[src/rtl/sqrt_iter_if.sv]
// sqrt_iter_if: operand/result bundle between the unpack stage, the square-root
// iteration stage and the pack stage.
//   Operand side : in_valid, in_ready, sign_in, exp_in, mant_in, is_*_in flags
//   Result side  : it_valid, sign_out, exp_out, mant_out, is_*_out flags, result_out
// The slave modport is the iteration stage's view of the bundle; the master
// modport is the surrounding environment's view (drives operands, observes results).
interface sqrt_iter_if #(
  parameter int MANT_W = 11,
  parameter int EXP_W  = 7
);
  logic                    in_valid;
  logic                    in_ready;
  logic                    sign_in;
  logic signed [EXP_W-1:0] exp_in;
  logic [MANT_W-1:0]       mant_in;
  logic                    is_zero_in;
  logic                    is_nan_in;
  logic                    is_pinf_in;
  logic                    is_ninf_in;

  logic                    it_valid;
  logic                    sign_out;
  logic signed [EXP_W-1:0] exp_out;
  logic [MANT_W-1:0]       mant_out;
  logic                    is_nan_out;
  logic                    is_pinf_out;
  logic                    is_ninf_out;
  logic                    result_out;

  modport slave (
    input  in_valid, sign_in, exp_in, mant_in,
           is_zero_in, is_nan_in, is_pinf_in, is_ninf_in,
    output in_ready, it_valid, sign_out, exp_out, mant_out,
           is_nan_out, is_pinf_out, is_ninf_out, result_out
  );

  modport master (
    output in_valid, sign_in, exp_in, mant_in,
           is_zero_in, is_nan_in, is_pinf_in, is_ninf_in,
    input  in_ready, it_valid, sign_out, exp_out, mant_out,
           is_nan_out, is_pinf_out, is_ninf_out, result_out
  );
endinterface

[src/rtl/sqrt_iter.sv]
// sqrt_iter: iteration stage of the FP16 square-root pipeline.
// Takes one unpacked operand, computes the root mantissa with a restoring
// bit-per-cycle algorithm, halves the exponent and hands the result to the
// pack stage as a one-cycle it_valid strobe.
// Ports:
//   clk    - rising-edge clock
//   rst    - synchronous active-high reset
//   enable - low acts as a soft clear (same effect as rst)
//   bus    - sqrt_iter_if.slave: operand handshake/fields in, result fields out
// Optional build macro SQRT_ROUND_EN: computes one extra guard root bit and
// rounds half up (12 iterations); undefined gives truncation (11 iterations).
module sqrt_iter #(
  parameter int MANT_W = 11,
  parameter int EXP_W  = 7
) (
  input logic         clk,
  input logic         rst,
  input logic         enable,
  sqrt_iter_if.slave  bus
);

`ifdef SQRT_ROUND_EN
  localparam int N = MANT_W + 1;
`else
  localparam int N = MANT_W;
`endif
  localparam int XW  = 2 * N;          // radicand width
  localparam int RW  = N + 3;          // remainder width incl. the 2 brought-down bits
  localparam int CW  = $clog2(N);
  localparam int XSH = XW - MANT_W - 1; // aligns the Q1.10 mantissa to a Q1.(N-1) root

  typedef enum logic [1:0] {S_IDLE, S_CALC, S_DONE} state_t;
  typedef enum logic [1:0] {K_NORM, K_NAN, K_PINF, K_ZERO} kind_t;

  state_t                  r_state, w_next;
  kind_t                   r_kind, w_kind;
  logic                    w_clr, w_accept;
  logic                    r_sign;
  logic signed [EXP_W-1:0] r_exp;
  logic [XW-1:0]           r_x, w_x_init;
  logic [RW-1:0]           r_rem, w_rem_sh, w_trial, w_diff;
  logic                    w_ge;
  logic [N-1:0]            r_root;
  logic [CW-1:0]           r_cnt;

  logic [MANT_W:0]         w_rnd;
  logic                    w_inexact;
  logic                    w_res_sign, w_res_nan, w_res_pinf, w_res_inex;
  logic signed [EXP_W-1:0] w_res_exp;
  logic [MANT_W-1:0]       w_res_mant;

  logic                    r_it_valid, r_sign_o, r_nan_o, r_pinf_o, r_inex_o;
  logic signed [EXP_W-1:0] r_exp_o;
  logic [MANT_W-1:0]       r_mant_o;

  function automatic logic [MANT_W:0] round_root(input logic [N-1:0] root);
`ifdef SQRT_ROUND_EN
    return {1'b0, root[N-1:1]} + {{MANT_W{1'b0}}, root[0]};
`else
    return {1'b0, root};
`endif
  endfunction

  assign w_clr    = rst | ~enable;
  assign w_accept = (r_state == S_IDLE) & bus.in_valid;

  // Operand classification; flag priority nan > ninf > pinf > zero, then
  // any remaining negative operand has no real root.
  always_comb begin
    w_kind = K_NORM;
    if (bus.is_nan_in || bus.is_ninf_in) w_kind = K_NAN;
    else if (bus.is_pinf_in)             w_kind = K_PINF;
    else if (bus.is_zero_in)             w_kind = K_ZERO;
    else if (bus.sign_in)                w_kind = K_NAN;
  end

  // An odd exponent is folded into the radicand by one extra left shift.
  assign w_x_init = {{(XW-MANT_W){1'b0}}, bus.mant_in} << (XSH + int'(bus.exp_in[0]));

  // ---- iteration: bring down 2 radicand bits, trial-subtract (root<<2 | 1)
  assign w_rem_sh = {r_rem[RW-3:0], r_x[XW-1 -: 2]};
  assign w_trial  = {1'b0, r_root, 2'b01};
  assign w_ge     = (w_rem_sh >= w_trial);
  assign w_diff   = w_rem_sh - w_trial;

  always_comb begin
    w_next = r_state;
    unique case (r_state)
      S_IDLE:  if (bus.in_valid) w_next = (w_kind == K_NORM) ? S_CALC : S_DONE;
      S_CALC:  if (r_cnt == CW'(N-1)) w_next = S_DONE;
      S_DONE:  w_next = S_IDLE;
      default: w_next = S_IDLE;
    endcase
  end

  always_ff @(posedge clk) begin
    if (w_clr) r_state <= S_IDLE;
    else       r_state <= w_next;
  end

  always_ff @(posedge clk) begin
    if (w_accept) begin
      r_kind <= w_kind;
      r_sign <= bus.sign_in;
      r_exp  <= bus.exp_in >>> 1;
      r_x    <= w_x_init;
      r_rem  <= '0;
      r_root <= '0;
    end else if (r_state == S_CALC) begin
      r_x    <= r_x << 2;
      r_rem  <= w_ge ? w_diff : w_rem_sh;
      r_root <= {r_root[N-2:0], w_ge};
    end
  end

  // ---- result formation (evaluated in DONE)
`ifdef SQRT_ROUND_EN
  assign w_inexact = r_root[0] | (|r_rem);
`else
  assign w_inexact = |r_rem;
`endif

  always_comb begin
    w_rnd      = round_root(r_root);
    w_res_sign = 1'b0;
    w_res_exp  = '0;
    w_res_mant = '0;
    w_res_nan  = 1'b0;
    w_res_pinf = 1'b0;
    w_res_inex = 1'b0;
    unique case (r_kind)
      K_NAN: begin
        w_res_nan  = 1'b1;
        w_res_sign = 1'b1;
      end
      K_PINF: w_res_pinf = 1'b1;
      K_ZERO: begin
        w_res_sign = r_sign;
        w_res_exp  = EXP_W'(-15);
      end
      default: begin
        // A rounding carry out of the mantissa renormalises to 1.0 and bumps the exponent.
        if (w_rnd[MANT_W]) begin
          w_res_mant = MANT_W'(1) << (MANT_W-1);
          w_res_exp  = r_exp + EXP_W'(1);
        end else begin
          w_res_mant = w_rnd[MANT_W-1:0];
          w_res_exp  = r_exp;
        end
        w_res_inex = w_inexact;
      end
    endcase
  end

  // ---- output registers: loaded once per result, held until the next one
  always_ff @(posedge clk) begin
    if (w_clr) begin
      r_cnt      <= '0;
      r_it_valid <= 1'b0;
      r_sign_o   <= 1'b0;
      r_exp_o    <= '0;
      r_mant_o   <= '0;
      r_nan_o    <= 1'b0;
      r_pinf_o   <= 1'b0;
      r_inex_o   <= 1'b0;
    end else begin
      if (w_accept)                r_cnt <= '0;
      else if (r_state == S_CALC)  r_cnt <= r_cnt + CW'(1);
      r_it_valid <= (r_state == S_DONE);
      if (r_state == S_DONE) begin
        r_sign_o <= w_res_sign;
        r_exp_o  <= w_res_exp;
        r_mant_o <= w_res_mant;
        r_nan_o  <= w_res_nan;
        r_pinf_o <= w_res_pinf;
        r_inex_o <= w_res_inex;
      end
    end
  end

  assign bus.in_ready    = (r_state == S_IDLE);
  assign bus.it_valid    = r_it_valid;
  assign bus.sign_out    = r_sign_o;
  assign bus.exp_out     = r_exp_o;
  assign bus.mant_out    = r_mant_o;
  assign bus.is_nan_out  = r_nan_o;
  assign bus.is_pinf_out = r_pinf_o;
  assign bus.is_ninf_out = 1'b0;
  assign bus.result_out  = r_inex_o;

endmodule
[src/flat_wrapper.sv]
// flat-port wrapper written by rule: the top's interface ports become plain ports
module sqrt_iter_flat 
#(
  parameter int MANT_W = 11,
  parameter int EXP_W  = 7
)
  (clk, rst, enable, bus_in_valid, bus_sign_in, bus_exp_in, bus_mant_in, bus_is_zero_in, bus_is_nan_in, bus_is_pinf_in, bus_is_ninf_in, bus_in_ready, bus_it_valid, bus_sign_out, bus_exp_out, bus_mant_out, bus_is_nan_out, bus_is_pinf_out, bus_is_ninf_out, bus_result_out);
  sqrt_iter_if #(.MANT_W(MANT_W), .EXP_W(EXP_W)) bus_i ();
  input logic clk;
  input logic rst;
  input logic enable;
  input wire logic [$bits(bus_i.in_valid)-1:0] bus_in_valid;
  input wire logic [$bits(bus_i.sign_in)-1:0] bus_sign_in;
  input wire logic [$bits(bus_i.exp_in)-1:0] bus_exp_in;
  input wire logic [$bits(bus_i.mant_in)-1:0] bus_mant_in;
  input wire logic [$bits(bus_i.is_zero_in)-1:0] bus_is_zero_in;
  input wire logic [$bits(bus_i.is_nan_in)-1:0] bus_is_nan_in;
  input wire logic [$bits(bus_i.is_pinf_in)-1:0] bus_is_pinf_in;
  input wire logic [$bits(bus_i.is_ninf_in)-1:0] bus_is_ninf_in;
  output wire logic [$bits(bus_i.in_ready)-1:0] bus_in_ready;
  output wire logic [$bits(bus_i.it_valid)-1:0] bus_it_valid;
  output wire logic [$bits(bus_i.sign_out)-1:0] bus_sign_out;
  output wire logic [$bits(bus_i.exp_out)-1:0] bus_exp_out;
  output wire logic [$bits(bus_i.mant_out)-1:0] bus_mant_out;
  output wire logic [$bits(bus_i.is_nan_out)-1:0] bus_is_nan_out;
  output wire logic [$bits(bus_i.is_pinf_out)-1:0] bus_is_pinf_out;
  output wire logic [$bits(bus_i.is_ninf_out)-1:0] bus_is_ninf_out;
  output wire logic [$bits(bus_i.result_out)-1:0] bus_result_out;
  assign bus_i.in_valid = bus_in_valid;
  assign bus_i.sign_in = bus_sign_in;
  assign bus_i.exp_in = bus_exp_in;
  assign bus_i.mant_in = bus_mant_in;
  assign bus_i.is_zero_in = bus_is_zero_in;
  assign bus_i.is_nan_in = bus_is_nan_in;
  assign bus_i.is_pinf_in = bus_is_pinf_in;
  assign bus_i.is_ninf_in = bus_is_ninf_in;
  assign bus_in_ready = bus_i.in_ready;
  assign bus_it_valid = bus_i.it_valid;
  assign bus_sign_out = bus_i.sign_out;
  assign bus_exp_out = bus_i.exp_out;
  assign bus_mant_out = bus_i.mant_out;
  assign bus_is_nan_out = bus_i.is_nan_out;
  assign bus_is_pinf_out = bus_i.is_pinf_out;
  assign bus_is_ninf_out = bus_i.is_ninf_out;
  assign bus_result_out = bus_i.result_out;
  sqrt_iter #(.MANT_W(MANT_W), .EXP_W(EXP_W)) u_core (.clk(clk), .rst(rst), .enable(enable), .bus(bus_i));
endmodule
[config.mk]
export PLATFORM = sky130hd
export DESIGN_NAME = sqrt_iter_flat
export DESIGN_NICKNAME = d
export VERILOG_FILES = /design/src/rtl/sqrt_iter_if.sv /design/src/rtl/sqrt_iter.sv /design/src/flat_wrapper.sv
export SDC_FILE = /design/constraint.sdc
export NUM_CORES = 1
export LEC_CHECK = 0
export BUFFER_PORTS_ARGS = -buffer_cell sky130_fd_sc_hd__buf_4
export CAP_MARGIN = 20
export CORE_ASPECT_RATIO = 0.7
export CORE_MARGIN = 2
export CORE_UTILIZATION = 50
export DETAILED_ROUTE_END_ITERATION = 7
export GPL_ROUTABILITY_DRIVEN = 1
export PLACE_DENSITY_LB_ADDON = 0.2
export SYNTH_ARGS = -nofsm -noshare
export SYNTH_HDL_FRONTEND = slang
export SYNTH_SLANG_ARGS = --single-unit
export TNS_END_PERCENT = 10
[constraint.sdc]
create_clock -name clk -period 2.63 [get_ports clk]
set_clock_uncertainty 0.15 [all_clocks]
set_input_delay 0.1315 -clock clk [delete_from_list [all_inputs] [get_ports clk]]
set_output_delay 0.1315 -clock clk [all_outputs]
set_load 0.02 [all_outputs]
* Yosys cells after proc, flatten, opt, wreduce, memory -nomap -nowiden *
Index checks and enable logic that the tools add are counted.

word-level totals
  register bits = 85
  bits of input ports = 27
  output and inout port bits = 25
  logic and storage cells = 57

cells by class
  add/subtract/negate cells = 3
  $lt $le $gt $ge = 1
  equality and inequality tests = 8
  shift operators = 1
  mux-type cells = 17
  bitwise logic cells = 3
  reductions and logical operators = 9

operators with widths
  cell                                            count
  two-way mux 22 bit                              2
  left shift 11 x 32 -> 22 bit                    1
  greater-or-equal comparator 14 x 13 -> 1 bit    1
  two-way mux 14 bit                              1
  one-hot mux 7 bit (2 select lines)              1
  OR reduction 14 bit                             1
  subtractor 14 x 13 -> 14 bit                    1
  two-way mux 2 bit                               6
  two-way mux 11 bit                              1
  == test 2 bit (second input constant)           3
  adder 4 x 1 -> 5 bit (first input constant)     1
  adder 4 x 1 -> 4 bit (second input constant)    1
  == test 2 x 1 -> 1 bit (second input constant)  2
  == test 4 bit (second input constant)           1
  zero test 2 bit                                 2
  two-way mux 1 bit                               4
  one-hot mux 2 bit (2 select lines)              1
  OR reduction 2 bit                              2
  OR reduction 3 bit                              1
  != test 2 x 1 -> 1 bit (second input constant)  1
  != test 2 bit (second input constant)           1
  one-hot mux 1 bit (2 select lines)              1
  AND reduction 2 bit                             1
  nonzero test 2 bit                              1
  other kinds (4)                                 4

* Depth between registers and ports, before layout *
Gate-level depths: netlist (run 1).

  depth after elaboration = 8
  mapped depth = 10

* Least setup slack after synthesis (run 1) *
No wires, ideal clock.

  path kind = flip-flop to flip-flop
  start point = reg u_core.r_root[5]
  end point = reg u_core.r_rem[0]
  arrival = 2.099 ns
  required time = 2.351 ns
  setup slack = 0.252 ns
  cell stages (with the launch flop) = 11
  buffers on the path = 2
  period minus slack after synthesis = 2.378 ns
  cell sequence = dfxtp_1 -> inv_1 -> ha_1 -> a21o_1 -> a31oi_1 -> nor2_1 -> or3_1 -> buf_6 -> buf_8 -> xnor2_1 -> a21oi_2

on the way
  word-level cells in the longest chain between the ends = 2

RTL lines
  what                                          line              text
  start, declared                               sqrt_iter.sv:43   logic [N-1:0] r_root;
  start signal, assigned                        sqrt_iter.sv:112  r_root <= {r_root[N-2:0], w_ge};
  greater-or-equal comparator 14 x 13 -> 1 bit  sqrt_iter.sv:83   assign w_ge = (w_rem_sh >= w_trial);
  two-way mux 14 bit                            sqrt_iter.sv:111  r_rem <= w_ge ? w_diff : w_rem_sh;
  end signal, assigned                          sqrt_iter.sv:111
  end, declared                                 sqrt_iter.sv:41   logic [RW-1:0] r_rem, w_rem_sh, w_trial, w_diff;

No other way between the ends.
A chain may end at the register's enable or synchronous reset.

* Worst setup path after layout (run 1) *
  start point = reg u_core.r_root[5]
  end point = reg u_core.r_rem[5]

The elaborated chain is that of the path after synthesis.

==> metrics.txt, run 1 <==
# TYPE chip_impl_metric gauge
chip_impl_info{name="run_status",value="finished clean"} 1
chip_impl_info{name="endpoint_kind",value="flip-flop"} 1
chip_impl_metric{name="final.period_utilization",unit="%"} 95.23
chip_impl_metric{name="globalRoute.totalOverflow",unit=""} 0
chip_impl_info{name="crit_chain",value="inv_1 > ha_2 > nand4_1 > or3_4 > o21bai_4 > or3_4 > buf_12 > mux2i_1 > a21oi_1"} 1
chip_impl_metric{name="vias_in_the_first_global_route",unit=""} 2802
chip_impl_info{name="cpMostUsedCell",value="sky130_fd_sc_hd__or3_4"} 1
chip_impl_metric{name="start_util",unit="%"} 52.18
chip_impl_metric{name="detail_route.vias_per_cell",unit=""} 5.529
chip_impl_metric{name="place_hpwl",unit="mm"} 5.970
chip_impl_metric{name="synthesis.area_per_instance",unit="um2"} 9.584
chip_impl_metric{name="synthArstFlopShare",unit="%"} 0
chip_impl_metric{name="regToRegSetupSlack",unit="ns"} 0.13
chip_impl_metric{name="critical_path_required",unit="ns"} 2.71
chip_impl_metric{name="tritoncts_num_sinks",unit=""} 74
chip_impl_metric{name="maximum_number_of_pins_on_one_net_before_global_route_repair",unit=""} 39
chip_impl_info{name="startpoint_type",value="flip-flop"} 1
chip_impl_metric{name="core_outline_area",unit="um2"} 6850
chip_impl_metric{name="syn-instance-count",unit=""} 373
chip_impl_metric{name="die_y",unit="um"} 74.75
chip_impl_metric{name="drc_violations_left",unit=""} 0
chip_impl_info{name="synth_ff_type",value="sky130_fd_sc_hd__dfxtp_1"} 1
chip_impl_metric{name="hold_violation_count_in_the_final_report",unit=""} 0
chip_impl_metric{name="layout-drive-gt1-share",unit="%"} 22.27
chip_impl_metric{name="worst-slew-pin-transition",unit="ns"} 1.050
chip_impl_metric{name="num_vias",unit=""} 3052
chip_impl_metric{name="power.switching",unit="uW"} 639.4
chip_impl_metric{name="timing_max_transition_violations_final",unit=""} 0
chip_impl_info{name="cts_root_buf",value="sky130_fd_sc_hd__clkbuf_8"} 1
chip_impl_metric{name="fmaxAchievable",unit="GHz"} 0.3993
chip_impl_metric{name="comb_power_share",unit="%"} 12.3
chip_impl_metric{name="share_clk_of_total_power",unit="%"} 39.5
chip_impl_metric{name="ant_nets",unit=""} 0
chip_impl_metric{name="max_cap_violations",unit=""} 0
chip_impl_info{name="critPathSlowestCell",value="sky130_fd_sc_hd__or3_4"} 1
chip_impl_metric{name="timing.slew.headroom",unit="%"} 29.77
chip_impl_metric{name="grt_antenna_before_repair",unit=""} 0
chip_impl_metric{name="area_growth_syn_to_layout",unit="%"} 29.40
chip_impl_metric{name="wire_length_per_cell_after_detailed_routing",unit="um"} 15.90
chip_impl_metric{name="insertedDiodeCount",unit=""} 0
chip_impl_metric{name="cts_buffer_depth",unit=""} 2
chip_impl_metric{name="synth_seq_area_share",unit="%"} 47.32
chip_impl_metric{name="setup_total_negative_slack",unit="ns"} 0
chip_impl_metric{name="setup-violations-final",unit=""} 0
chip_impl_metric{name="detailedRoute.firstIterationViolations",unit=""} 257
chip_impl_metric{name="clock_pin_slew_reported_for_the_worst_setup_and_hold_paths_after_clock_tree_synthesis",unit="ns"} 0.09
chip_impl_metric{name="post_dp_cell_area",unit="um2"} 4104
chip_impl_metric{name="max_stage_delay",unit="ns"} 0.42
chip_impl_metric{name="die_outline_area",unit="um2"} 7853
chip_impl_metric{name="placed_cells",unit=""} 514
chip_impl_metric{name="gp_congestion",unit=""} 0.9448
chip_impl_info{name="tritoncts",value="done"} 1
chip_impl_metric{name="mappedNetlistArea",unit="um2"} 3575
chip_impl_metric{name="synth.net_count",unit=""} 415
chip_impl_metric{name="worst-endpoint-arrival",unit="ns"} 2.59
chip_impl_metric{name="wl",unit="mm"} 8.779
chip_impl_metric{name="post-route-util",unit="%"} 67.53
chip_impl_info{name="layout_commonest_cell",value="sky130_fd_sc_hd__buf_4"} 1
chip_impl_metric{name="design.final.nets",unit=""} 495
chip_impl_metric{name="grt_first_pass_wirelength",unit="mm"} 13.64
chip_impl_metric{name="final_cell_count_no_fill",unit=""} 552
chip_impl_metric{name="dp_slack",unit="ns"} 0.05941
chip_impl_metric{name="int_pwr",unit="uW"} 1898
chip_impl_info{name="holdCritPathClass",value="in2reg"} 1
chip_impl_metric{name="synth-edff-count",unit=""} 21
chip_impl_metric{name="cell_variety_after_synth",unit=""} 54
chip_impl_metric{name="clk_latency",unit="ns"} 0.35
chip_impl_metric{name="post_synthesis_register_bit_count",unit=""} 74
chip_impl_metric{name="post-route-cell-area",unit="um2"} 4626
chip_impl_metric{name="rows",unit=""} 25
chip_impl_info{name="timing_worst_setup_path_type",value="reg2reg"} 1
chip_impl_metric{name="irDropWorstVdd",unit="uV"} 258.9
chip_impl_metric{name="pin_count",unit=""} 52
chip_impl_metric{name="switching_share",unit="%"} 25.20
chip_impl_metric{name="pwr_density_cell",unit="nW/um2"} 548.7
chip_impl_metric{name="leakagePower",unit="uW"} 0.001929
chip_impl_metric{name="critical_path.max_fanout",unit=""} 15
chip_impl_metric{name="yosys_warnings",unit=""} 0
chip_impl_metric{name="seqPwrFrac",unit="%"} 48.2
chip_impl_metric{name="finalWorstPathRequiredPeriod",unit="ns"} 2.505
chip_impl_metric{name="cts_made_buffers",unit=""} 9
chip_impl_metric{name="final_critical_path_setup_slack",unit="ns"} 0.1254
chip_impl_info{name="mostFrequentLayoutCells",value="sky130_fd_sc_hd__buf_4 (66), sky130_fd_sc_hd__dfxtp_1 (52), sky130_fd_sc_hd__nand2_1 (37)"} 1
chip_impl_metric{name="die_width",unit="um"} 105.1
chip_impl_metric{name="track_usage",unit="%"} 22.54
chip_impl_metric{name="drt-pass1-iter-count",unit=""} 5
chip_impl_metric{name="io_buffers",unit=""} 50
chip_impl_metric{name="htreeDepth",unit=""} 3
==> power groups by stage <==
stage               combinational [uW]  clock [uW]  sequential, uW
finish                             313        1000            1220
global placement                   269           0            1250
CTS                                300        1010            1220
global route                       340        1070            1230
detailed placement                 274           0            1250
floorplan                          184           0            1250
==> worst paths after layout <==
kind / from / end / depth (start not counted)
worst max-delay path: u_core.r_root[5] / u_core.r_rem[5] / 9
worst min-delay path: bus_mant_in[7] / u_core.r_x[18] / 3
worst max register to register: u_core.r_root[5] / u_core.r_rem[5] / 9
worst min register to register: u_core.bus.is_nan_out / u_core.bus.is_nan_out / 2
==> final cells by class <==
cell class                 count  area (um2)
timing repair buffer          87       715.7
inverter                      19       71.32
fill                         541        2225
clock buffer                  11       162.7
tap                           94       117.6
multi-input combinational    262        1798
clock inverter                 5       67.56
sequential                    74        1693
==> stage by stage <==
step | hold WS, ns | power (uW)
3_5_place_dp | 0.1610 | 1522
6_report | 0.008783 | 2538
5_1_grt | 0.02613 | 2635
4_1_cts | 0.006033 | 2537
2_1_floorplan | 0.08037 | 1429
3_3_place_gp | 0.1611 | 1517
==> flip-flops by register name, indices dropped and copies added (netlist names), 2 cells and up <==
name and flops:
u_core.r_rem 14, u_core.r_x 12, u_core.bus.mant_out 11, u_core.r_root 11, u_core.bus.exp_out 6, u_core.r_exp 6
u_core.r_cnt 4, u_core.r_kind 2, u_core.r_state 2
==> repair_timing <==
action	CTS	global route
buffers inserted	0	2
hold endpoints to repair	15	0
resized for setup	0	17
hold buffers	20	0
endpoints found under the setup margin	0	14
==> metal layers <==
metal,part of all wire (%),GRT usage [%],vias up
li1,-,-,1513
met1,49,31.79,1406
met2,43,35.21,124
met3,7.4,5.801,9
met4,0.73,5.630,0
met5,0,0,-
==> critical path: cells and delay by family (launching register included) <==
family,cells,cell delay [ns]
adder cells (fa/ha/maj),1,0.38
AND/OR/NAND/NOR,3,0.74
AO/OA/AOI/OAI,2,0.26
flip-flops,1,0.38
buffers and inverters,2,0.24
multiplexers,1,0.23
==> synthesized netlist by cell type (2+ instances only) <==
master | instances | area, um2
sky130_fd_sc_hd__mux2i_1 | 17 | 170.2
sky130_fd_sc_hd__nand3b_1 | 3 | 22.52
sky130_fd_sc_hd__o211a_1 | 3 | 30.03
sky130_fd_sc_hd__nand2_1 | 37 | 138.9
sky130_fd_sc_hd__o21ai_0 | 35 | 175.2
sky130_fd_sc_hd__o22ai_1 | 2 | 12.51
sky130_fd_sc_hd__ha_1 | 15 | 187.7
sky130_fd_sc_hd__nand3_1 | 14 | 70.07
sky130_fd_sc_hd__a21oi_1 | 16 | 80.08
sky130_fd_sc_hd__xor2_1 | 3 | 26.28
sky130_fd_sc_hd__nand4_1 | 4 | 25.02
sky130_fd_sc_hd__clkbuf_1 | 12 | 45.04
sky130_fd_sc_hd__nor3_1 | 9 | 45.04
sky130_fd_sc_hd__nor4_1 | 4 | 25.02
sky130_fd_sc_hd__buf_4 | 2 | 15.01
sky130_fd_sc_hd__nand2b_1 | 8 | 50.05
sky130_fd_sc_hd__nor2b_1 | 4 | 25.02
sky130_fd_sc_hd__o211ai_1 | 2 | 15.01
sky130_fd_sc_hd__a22o_1 | 15 | 131.4
sky130_fd_sc_hd__o221ai_1 | 3 | 26.28
sky130_fd_sc_hd__o2111ai_1 | 2 | 17.52
sky130_fd_sc_hd__edfxtp_1 | 21 | 630.6
sky130_fd_sc_hd__a31oi_1 | 2 | 12.51
sky130_fd_sc_hd__a21oi_2 | 2 | 17.52
sky130_fd_sc_hd__inv_1 | 19 | 71.32
sky130_fd_sc_hd__a211oi_1 | 2 | 15.01
sky130_fd_sc_hd__dfxtp_1 | 53 | 1061
sky130_fd_sc_hd__o21a_1 | 5 | 37.54
sky130_fd_sc_hd__xnor2_1 | 8 | 70.07
sky130_fd_sc_hd__a21o_1 | 4 | 30.03
sky130_fd_sc_hd__nor2_1 | 24 | 90.09
==> logic make-up after synthesis <==
group           after synthesis  share of synthesized area (%)
compound gates              102                          19.32
xor+xnor                     11                          2.695
fa+ha+maj                    15                          5.250
buf+inv                      37                          4.655
flops                        74                          47.32
mux                          17                          4.760
other cells                   1                         0.1049
simple gates                116                          15.89
(Power assumes the default switching activity.)
==> run 2, diff against run 1 <==
--- a/config.mk
+++ b/config.mk
@@ -10,6 +10,7 @@
 export CORE_ASPECT_RATIO = 0.7
 export CORE_MARGIN = 2
 export CORE_UTILIZATION = 50
+export CTS_BUF_LIST = sky130_fd_sc_hd__clkbuf_8
 export DETAILED_ROUTE_END_ITERATION = 7
 export GPL_ROUTABILITY_DRIVEN = 1
 export PLACE_DENSITY_LB_ADDON = 0.2
==> constraint.sdc (replaced) <==
create_clock -name clk -period 2.63 [get_ports clk]
set_clock_uncertainty 0.15 [all_clocks]
set_input_delay 0.1315 -clock clk [delete_from_list [all_inputs] [get_ports clk]]
set_output_delay 0.1315 -clock clk [all_outputs]
set_load 0.005 [all_outputs]
==> run 2 against run 1 <==
- final area down 0.11%
- flip-flop and latch count unchanged
- global-route usage up 0.091 points
- largest cell class unchanged
- sequential power about the same
- critical path depth unchanged
- via count up 0.52%
- highest routed layer unchanged
- core utilization down 0.073 points
- maximum frequency up 0.61%
- final cell count down 0.18%
- non-clock buffer count down 1
- combinational power down 2%
- critical path type unchanged
- first-iteration DRC count down 13%
==> metrics.txt, run 2 (same netlist as run 1, synthesis figures left out) <==
# TYPE chip_impl_metric gauge
chip_impl_info{name="run_status",value="finished clean"} 1
chip_impl_metric{name="io_buffers",unit=""} 50
chip_impl_metric{name="wire_length_per_cell_after_detailed_routing",unit="um"} 15.88
chip_impl_metric{name="die_y",unit="um"} 74.75
chip_impl_metric{name="gp_congestion",unit=""} 0.9448
chip_impl_info{name="tritoncts",value="done"} 1
chip_impl_metric{name="area_used_by_multi_input_combinational_logic",unit="um2"} 1798
chip_impl_metric{name="timing_max_transition_violations_final",unit=""} 0
chip_impl_metric{name="detail_route.vias_per_cell",unit=""} 5.568
chip_impl_metric{name="clk_latency",unit="ns"} 0.35
chip_impl_metric{name="track_usage",unit="%"} 22.64
chip_impl_metric{name="layout-drive-gt1-share",unit="%"} 22.32
chip_impl_metric{name="area_growth_syn_to_layout",unit="%"} 29.26
chip_impl_metric{name="globalRoute.totalOverflow",unit=""} 0
chip_impl_metric{name="worst-slew-pin-transition",unit="ns"} 1.069
chip_impl_metric{name="worst-endpoint-arrival",unit="ns"} 2.57
chip_impl_metric{name="critical_path.max_fanout",unit=""} 15
chip_impl_metric{name="max_cap_violations",unit=""} 0
chip_impl_metric{name="drt-pass1-iter-count",unit=""} 5
chip_impl_metric{name="insertedDiodeCount",unit=""} 0
chip_impl_metric{name="pin_count",unit=""} 52
chip_impl_metric{name="timing.slew.headroom",unit="%"} 28.44
chip_impl_metric{name="die_outline_area",unit="um2"} 7853
chip_impl_info{name="holdCritPathClass",value="in2reg"} 1
chip_impl_metric{name="hold_violation_count_in_the_final_report",unit=""} 0
chip_impl_metric{name="setup-violations-final",unit=""} 0
chip_impl_metric{name="ant_nets",unit=""} 0
chip_impl_metric{name="vias_in_the_first_global_route",unit=""} 2791
chip_impl_metric{name="htreeDepth",unit=""} 3
chip_impl_metric{name="design.final.nets",unit=""} 494
chip_impl_metric{name="placed_cells",unit=""} 514
chip_impl_metric{name="drc_violations_left",unit=""} 0
chip_impl_info{name="critPathSlowestCell",value="sky130_fd_sc_hd__or3_4"} 1
chip_impl_metric{name="tritoncts_num_sinks",unit=""} 74
chip_impl_metric{name="pwr_density_cell",unit="nW/um2"} 555.8
chip_impl_metric{name="grt_first_pass_wirelength",unit="mm"} 13.69
chip_impl_metric{name="regArea",unit="um2"} 1693
chip_impl_info{name="startpoint_type",value="flip-flop"} 1
chip_impl_info{name="mostFrequentLayoutCells",value="sky130_fd_sc_hd__buf_4 (66), sky130_fd_sc_hd__dfxtp_1 (52), sky130_fd_sc_hd__nand2_1 (37)"} 1
chip_impl_info{name="endpoint_kind",value="flip-flop"} 1
chip_impl_metric{name="maximum_number_of_pins_on_one_net_before_global_route_repair",unit=""} 39
chip_impl_info{name="timing_worst_setup_path_type",value="reg2reg"} 1
chip_impl_metric{name="rows",unit=""} 25
chip_impl_metric{name="final.period_utilization",unit="%"} 94.66
chip_impl_metric{name="post-route-cell-area",unit="um2"} 4621
chip_impl_metric{name="cts_buffer_depth",unit=""} 2
chip_impl_info{name="reg_top3",value="u_core.r_rem (14), u_core.r_x (12)"} 1
chip_impl_info{name="cpMostUsedCell",value="sky130_fd_sc_hd__or3_4"} 1
chip_impl_info{name="crit_chain",value="inv_1 > ha_2 > nand4_1 > or3_4 > o21bai_4 > or3_4 > buf_12 > mux2i_1 > a21oi_1"} 1
chip_impl_metric{name="final_cell_count_no_fill",unit=""} 551
chip_impl_metric{name="clock_pin_slew_reported_for_the_worst_setup_and_hold_paths_after_clock_tree_synthesis",unit="ns"} 0.09
chip_impl_metric{name="critical_path_required",unit="ns"} 2.71
chip_impl_metric{name="wl",unit="mm"} 8.749
chip_impl_metric{name="leakagePower",unit="uW"} 0.001927
chip_impl_metric{name="post_dp_cell_area",unit="um2"} 4104
chip_impl_metric{name="hold_slack",unit="ns"} 0.01698
chip_impl_info{name="layout_commonest_cell",value="sky130_fd_sc_hd__buf_4"} 1
chip_impl_metric{name="dp_slack",unit="ns"} 0.05941
chip_impl_metric{name="max_stage_delay",unit="ns"} 0.42
chip_impl_metric{name="die_width",unit="um"} 105.1
chip_impl_metric{name="finalWorstPathRequiredPeriod",unit="ns"} 2.489
chip_impl_metric{name="place_hpwl",unit="mm"} 5.970
chip_impl_metric{name="grt_antenna_before_repair",unit=""} 0
chip_impl_metric{name="irDropWorstVdd",unit="uV"} 258.0
chip_impl_metric{name="nFillCells",unit=""} 546
chip_impl_metric{name="core_outline_area",unit="um2"} 6850
chip_impl_info{name="top_register",value="u_core.r_rem"} 1
chip_impl_metric{name="final_critical_path_setup_slack",unit="ns"} 0.1405
chip_impl_metric{name="start_util",unit="%"} 52.18
chip_impl_info{name="cts_root_buf",value="sky130_fd_sc_hd__clkbuf_8"} 1
chip_impl_metric{name="num_vias",unit=""} 3068
chip_impl_metric{name="detailedRoute.firstIterationViolations",unit=""} 223
chip_impl_metric{name="cts_made_buffers",unit=""} 9
chip_impl_metric{name="fmaxAchievable",unit="GHz"} 0.4017
chip_impl_metric{name="largest_reg_flops",unit=""} 14
-- run 2: cell types whose count changed in the layout (fill, tap and decap cells not counted), sizes merged --
| cell | previous run | this run |
|---|---|---|
| dlygate4sd3 | 20 | 19 |
| clkbuf | 11 | 10 |
| bufinv | 1 | 2 |
-- run 2: cell type report --
| class | instances | area share, % |
|---|---|---|
| clock buffers | 10 | 2.979 |
| clock inverters | 6 | 2.112 |
| multi-input cells | 262 | 38.91 |
| inverters | 19 | 1.543 |
| flip-flops and latches | 74 | 36.64 |
| well taps | 94 | 2.545 |
| repair buffers | 86 | 15.27 |
-- run 2: through the flow --
stage	TNS [ns]	power (uW)	utilization, %
global placement	0	1512	59.91
finish	0	2568	67.45
CTS	0	2569	66.12
floorplan	0	1424	-
global route	-0.01301	2672	67.45
detailed placement	0	1518	59.91
-- run 2: worst paths after layout --
kind / from / endpoint / slack [ns] / cells past startpoint
worst max-delay path: u_core.r_root[5] / u_core.r_rem[5] / 0.14 / 9
worst min-delay path: bus_mant_in[8] / u_core.r_x[18] / 0.02 / 3
worst max register to register: u_core.r_root[5] / u_core.r_rem[5] / 0.14 / 9
worst min register to register: u_core.bus.is_nan_out / u_core.bus.is_nan_out / 0.31 / 2
-- run 2: what timing repair did --
item	4_1_cts	5_1_grt
resized for setup	0	17
hold buffers	19	0
hold endpoints to repair	14	0
setup endpoints to repair	0	14
setup buffers	0	2
-- run 2: power breakdown --
| group | total (uW) | switching, uW | leakage (uW) | internal, uW |
|---|---|---|---|---|
| logic | 307 | 152 | 0.00118 | 156 |
| registers | 1220 | 17.3 | 0.000633 | 1210 |
| clock network | 1040 | 464 | 0.000119 | 574 |
-- run 2: critical path: cells and delay by family (launching register included) --
family | cells | cell delay, ns
AOI/OAI and AO/OA | 2 | 0.26
adders and majority gates | 1 | 0.38
DFF | 1 | 0.38
buffers and inverters | 2 | 0.23
muxes | 1 | 0.22
and+or+nand+nor | 3 | 0.74
-- run 2: metal layers --
layer / wire length (um) / vias to the layer above / GRT usage, % / share of wire, %
li1: - / 1508 / - / -
met1: 4259 / 1436 / 32.21 / 49
met2: 3803 / 116 / 34.99 / 43
met3: 624 / 8 / 5.801 / 7.1
met4: 61 / 0 / 5.630 / 0.70
met5: 0 / - / 0 / 0
==> run 3, diff against run 2 <==
--- a/config.mk
+++ b/config.mk
@@ -7,7 +7,7 @@
 export LEC_CHECK = 0
 export BUFFER_PORTS_ARGS = -buffer_cell sky130_fd_sc_hd__buf_4
 export CAP_MARGIN = 20
-export CORE_ASPECT_RATIO = 0.7
+export CORE_ASPECT_RATIO = 0.8
 export CORE_MARGIN = 2
 export CORE_UTILIZATION = 50
 export CTS_BUF_LIST = sky130_fd_sc_hd__clkbuf_8
==> run 3 against run 2 <==
- combinational power shrank 5%
- critical path depth is the same
- via count shrank 1.8%
- sequential power is essentially flat
- final cell count shrank 1.6%
- largest cell class unchanged
==> metrics.txt, run 3 (same netlist as run 1, synthesis figures left out) <==
# TYPE chip_impl_metric gauge
chip_impl_metric{name="track_usage",unit="%"} 21.41
chip_impl_metric{name="insertedDiodeCount",unit=""} 0
chip_impl_info{name="timing_worst_setup_path_type",value="reg2reg"} 1
chip_impl_metric{name="worst-slew-pin-transition",unit="ns"} 0.9912
chip_impl_metric{name="worst-endpoint-arrival",unit="ns"} 2.65
chip_impl_metric{name="vias_in_the_first_global_route",unit=""} 2825
chip_impl_info{name="rsz0062_at_grt",value="true"} 1
chip_impl_info{name="cts_root_buf",value="sky130_fd_sc_hd__clkbuf_8"} 1
chip_impl_metric{name="wire_length_per_cell_after_detailed_routing",unit="um"} 15.04
chip_impl_info{name="endpoint_kind",value="flip-flop"} 1
chip_impl_metric{name="start_util",unit="%"} 51.87
chip_impl_info{name="crit_chain",value="inv_1 > ha_1 > nor3_1 > o21ai_0 > o2111ai_1 > a2111oi_0 > buf_4 > or4_1 > nand3_1"} 1
chip_impl_metric{name="fmaxAchievable",unit="GHz"} 0.3968
chip_impl_metric{name="worst-r2r-cell-count",unit=""} 9
chip_impl_metric{name="area_growth_syn_to_layout",unit="%"} 26.43
chip_impl_metric{name="cts_made_buffers",unit=""} 9
chip_impl_metric{name="detail_route.vias_per_cell",unit=""} 5.557
chip_impl_metric{name="regToRegSetupSlack",unit="ns"} 0.11
chip_impl_metric{name="post_dp_cell_area",unit="um2"} 4113
chip_impl_metric{name="largest_reg_flops",unit=""} 14
chip_impl_metric{name="final.period_utilization",unit="%"} 95.83
chip_impl_metric{name="num_vias",unit=""} 3012
chip_impl_metric{name="seqPwrFrac",unit="%"} 50.1
chip_impl_metric{name="leakagePower",unit="uW"} 0.001904
chip_impl_metric{name="drc_violations_left",unit=""} 0
chip_impl_metric{name="critical_path.max_fanout",unit=""} 5
chip_impl_info{name="tritoncts",value="done"} 1
chip_impl_metric{name="wl",unit="mm"} 8.150
chip_impl_metric{name="grt_first_pass_wirelength",unit="mm"} 13.36
chip_impl_info{name="critPathSlowestCell",value="sky130_fd_sc_hd__or4_1"} 1
chip_impl_metric{name="htreeDepth",unit=""} 3
chip_impl_metric{name="clock_pin_slew_reported_for_the_worst_setup_and_hold_paths_after_clock_tree_synthesis",unit="ns"} 0.08
chip_impl_info{name="critical_path.reg2reg.startpoint",value="u_core.r_root[0]"} 1
chip_impl_metric{name="cts_buffer_depth",unit=""} 2
chip_impl_metric{name="layout-drive-gt1-share",unit="%"} 21.76
chip_impl_metric{name="finalWorstPathRequiredPeriod",unit="ns"} 2.520
chip_impl_info{name="holdCritPathClass",value="in2reg"} 1
chip_impl_metric{name="design.final.nets",unit=""} 492
chip_impl_metric{name="clk_latency",unit="ns"} 0.33
chip_impl_metric{name="gp_congestion",unit=""} 0.9085
chip_impl_metric{name="drt-pass1-iter-count",unit=""} 4
chip_impl_metric{name="switching_share",unit="%"} 24.92
chip_impl_metric{name="pwr_density_cell",unit="nW/um2"} 539.4
chip_impl_info{name="layout_commonest_cell",value="sky130_fd_sc_hd__buf_4"} 1
chip_impl_info{name="worst_hold_path.endpoint",value="u_core.r_x[13]"} 1
chip_impl_info{name="run_status",value="finished clean"} 1
chip_impl_metric{name="share_clk_of_total_power",unit="%"} 37.9
chip_impl_metric{name="critical_path_required",unit="ns"} 2.76
chip_impl_metric{name="rows",unit=""} 27
chip_impl_metric{name="comb_power_share",unit="%"} 12.0
chip_impl_metric{name="post-route-util",unit="%"} 65.58
chip_impl_metric{name="timing_max_transition_violations_final",unit=""} 0
chip_impl_metric{name="worst_hold_path.num_cells",unit=""} 3
chip_impl_metric{name="power.switching",unit="uW"} 607.4
chip_impl_metric{name="grt_antenna_before_repair",unit=""} 0
chip_impl_metric{name="max_cap_violations",unit=""} 0
chip_impl_metric{name="timing.slew.headroom",unit="%"} 33.67
chip_impl_info{name="worstReg2RegEnd",value="u_core.r_rem[13]"} 1
chip_impl_metric{name="maximum_number_of_pins_on_one_net_before_global_route_repair",unit=""} 39
chip_impl_info{name="top_register",value="u_core.r_rem"} 1
chip_impl_metric{name="io_buffers",unit=""} 50
chip_impl_metric{name="ant_nets",unit=""} 0
chip_impl_metric{name="int_pwr",unit="uW"} 1830
chip_impl_metric{name="irDropWorstVdd",unit="uV"} 380.3
chip_impl_metric{name="die_width",unit="um"} 98.54
chip_impl_metric{name="core_outline_area",unit="um2"} 6892
chip_impl_metric{name="pin_count",unit=""} 52
chip_impl_metric{name="die_outline_area",unit="um2"} 7846
chip_impl_metric{name="setup-violations-final",unit=""} 0
chip_impl_info{name="startpoint_type",value="flip-flop"} 1
chip_impl_metric{name="post-route-cell-area",unit="um2"} 4519
chip_impl_metric{name="detailedRoute.firstIterationViolations",unit=""} 142
chip_impl_metric{name="max_stage_delay",unit="ns"} 0.52
chip_impl_info{name="mostFrequentLayoutCells",value="sky130_fd_sc_hd__buf_4 (68), sky130_fd_sc_hd__dfxtp_1 (53), sky130_fd_sc_hd__nand2_1 (37)"} 1
chip_impl_metric{name="post_cts_buffers",unit=""} 0
chip_impl_info{name="hp-start",value="bus_mant_in[3]"} 1
chip_impl_info{name="reg_top3",value="u_core.r_rem (14), u_core.r_x (12)"} 1
chip_impl_metric{name="tritoncts_num_sinks",unit=""} 74
chip_impl_metric{name="hold_violation_count_in_the_final_report",unit=""} 0
chip_impl_metric{name="globalRoute.totalOverflow",unit=""} 0
chip_impl_metric{name="die_y",unit="um"} 79.63
chip_impl_metric{name="place_hpwl",unit="mm"} 5.866
[run 3: cell count changes in the layout (fill, tap and decap cells not counted), sizes merged]
cell and delta:
buf +2, bufinv -1, clkinv -1, dlygate4sd3 -4
inv +2
[run 3: cell type report]
| type | count | area (um2) |
|---|---|---|
| repair buffers | 84 | 671.9 |
| inverters | 19 | 71.32 |
| clock buffers | 10 | 137.6 |
| clock inverters | 6 | 71.32 |
| multi-input cells | 262 | 1767 |
| well taps | 87 | 108.9 |
| fillers | 547 | 2372 |
| flip-flops and latches | 74 | 1692 |
[run 3: worst max-delay path, delay by kind of cell (launching register included)]
family                     cells  cell delay (ns)
AOI/OAI and AO/OA              3             0.60
buffers and inverters          2             0.24
DFF                            1             0.35
and+or+nand+nor                3             0.85
adders and majority gates      1             0.28
[run 3: metal layers]
layer | vias up | track usage (%) | routed length, um
met2 | 87 | 32.52 | 3518
met1 | 1410 | 30.30 | 4029
met3 | 14 | 4.641 | 459
met4 | 0 | 7.397 | 142
met5 | - | 0 | 0
li1 | 1501 | - | -
[run 3: worst max path at each step]
| stage | from | endpoint | slack (ns) | cells after the start |
|---|---|---|---|---|
| 2_1_floorplan | u_core.r_root[5] | u_core.r_rem[0] | 0.25 | 10 |
| 3_3_place_gp | u_core.r_root[5] | u_core.r_rem[6] | 0.11 | 9 |
| 3_5_place_dp | u_core.r_root[5] | u_core.r_rem[12] | 0.08 | 9 |
| 4_1_cts | u_core.r_root[9] | u_core.r_rem[8] | 0.05 | 9 |
| 5_1_grt | u_core.r_root[0] | u_core.r_rem[13] | -0.03 | 9 |
| 6_report | u_core.r_root[0] | u_core.r_rem[13] | 0.11 | 9 |
[run 3: metrics by stage]
step	TNS [ns]	worst slack, ns	hold WS [ns]	cells	total power [uW]
floorplan	0	0.2522	0.08037	373	1424
global placement	0	0.1060	0.1608	511	1508
detailed placement	0	0.07569	0.1639	511	1513
CTS	0	0.05449	0.007399	542	2444
global route	-0.03265	-0.03265	0.01969	542	2539
finish	0	0.1098	0.01749	542	2438
[run 3: power groups by stage]
| stage | sequential [uW] | clock (uW) | combinational [uW] |
|---|---|---|---|
| 6_report | 1220 | 923 | 293 |
| 2_1_floorplan | 1240 | 0 | 181 |
| 4_1_cts | 1220 | 938 | 284 |
| 3_5_place_dp | 1250 | 0 | 265 |
| 3_3_place_gp | 1250 | 0 | 261 |
| 5_1_grt | 1230 | 990 | 323 |
[run 3: repair_timing]
item                                    4_1_cts  5_1_grt
endpoints found under the setup margin        0       13
endpoints found under the hold margin        12        0
resized for setup                             0        8
hold buffers                                 15        0
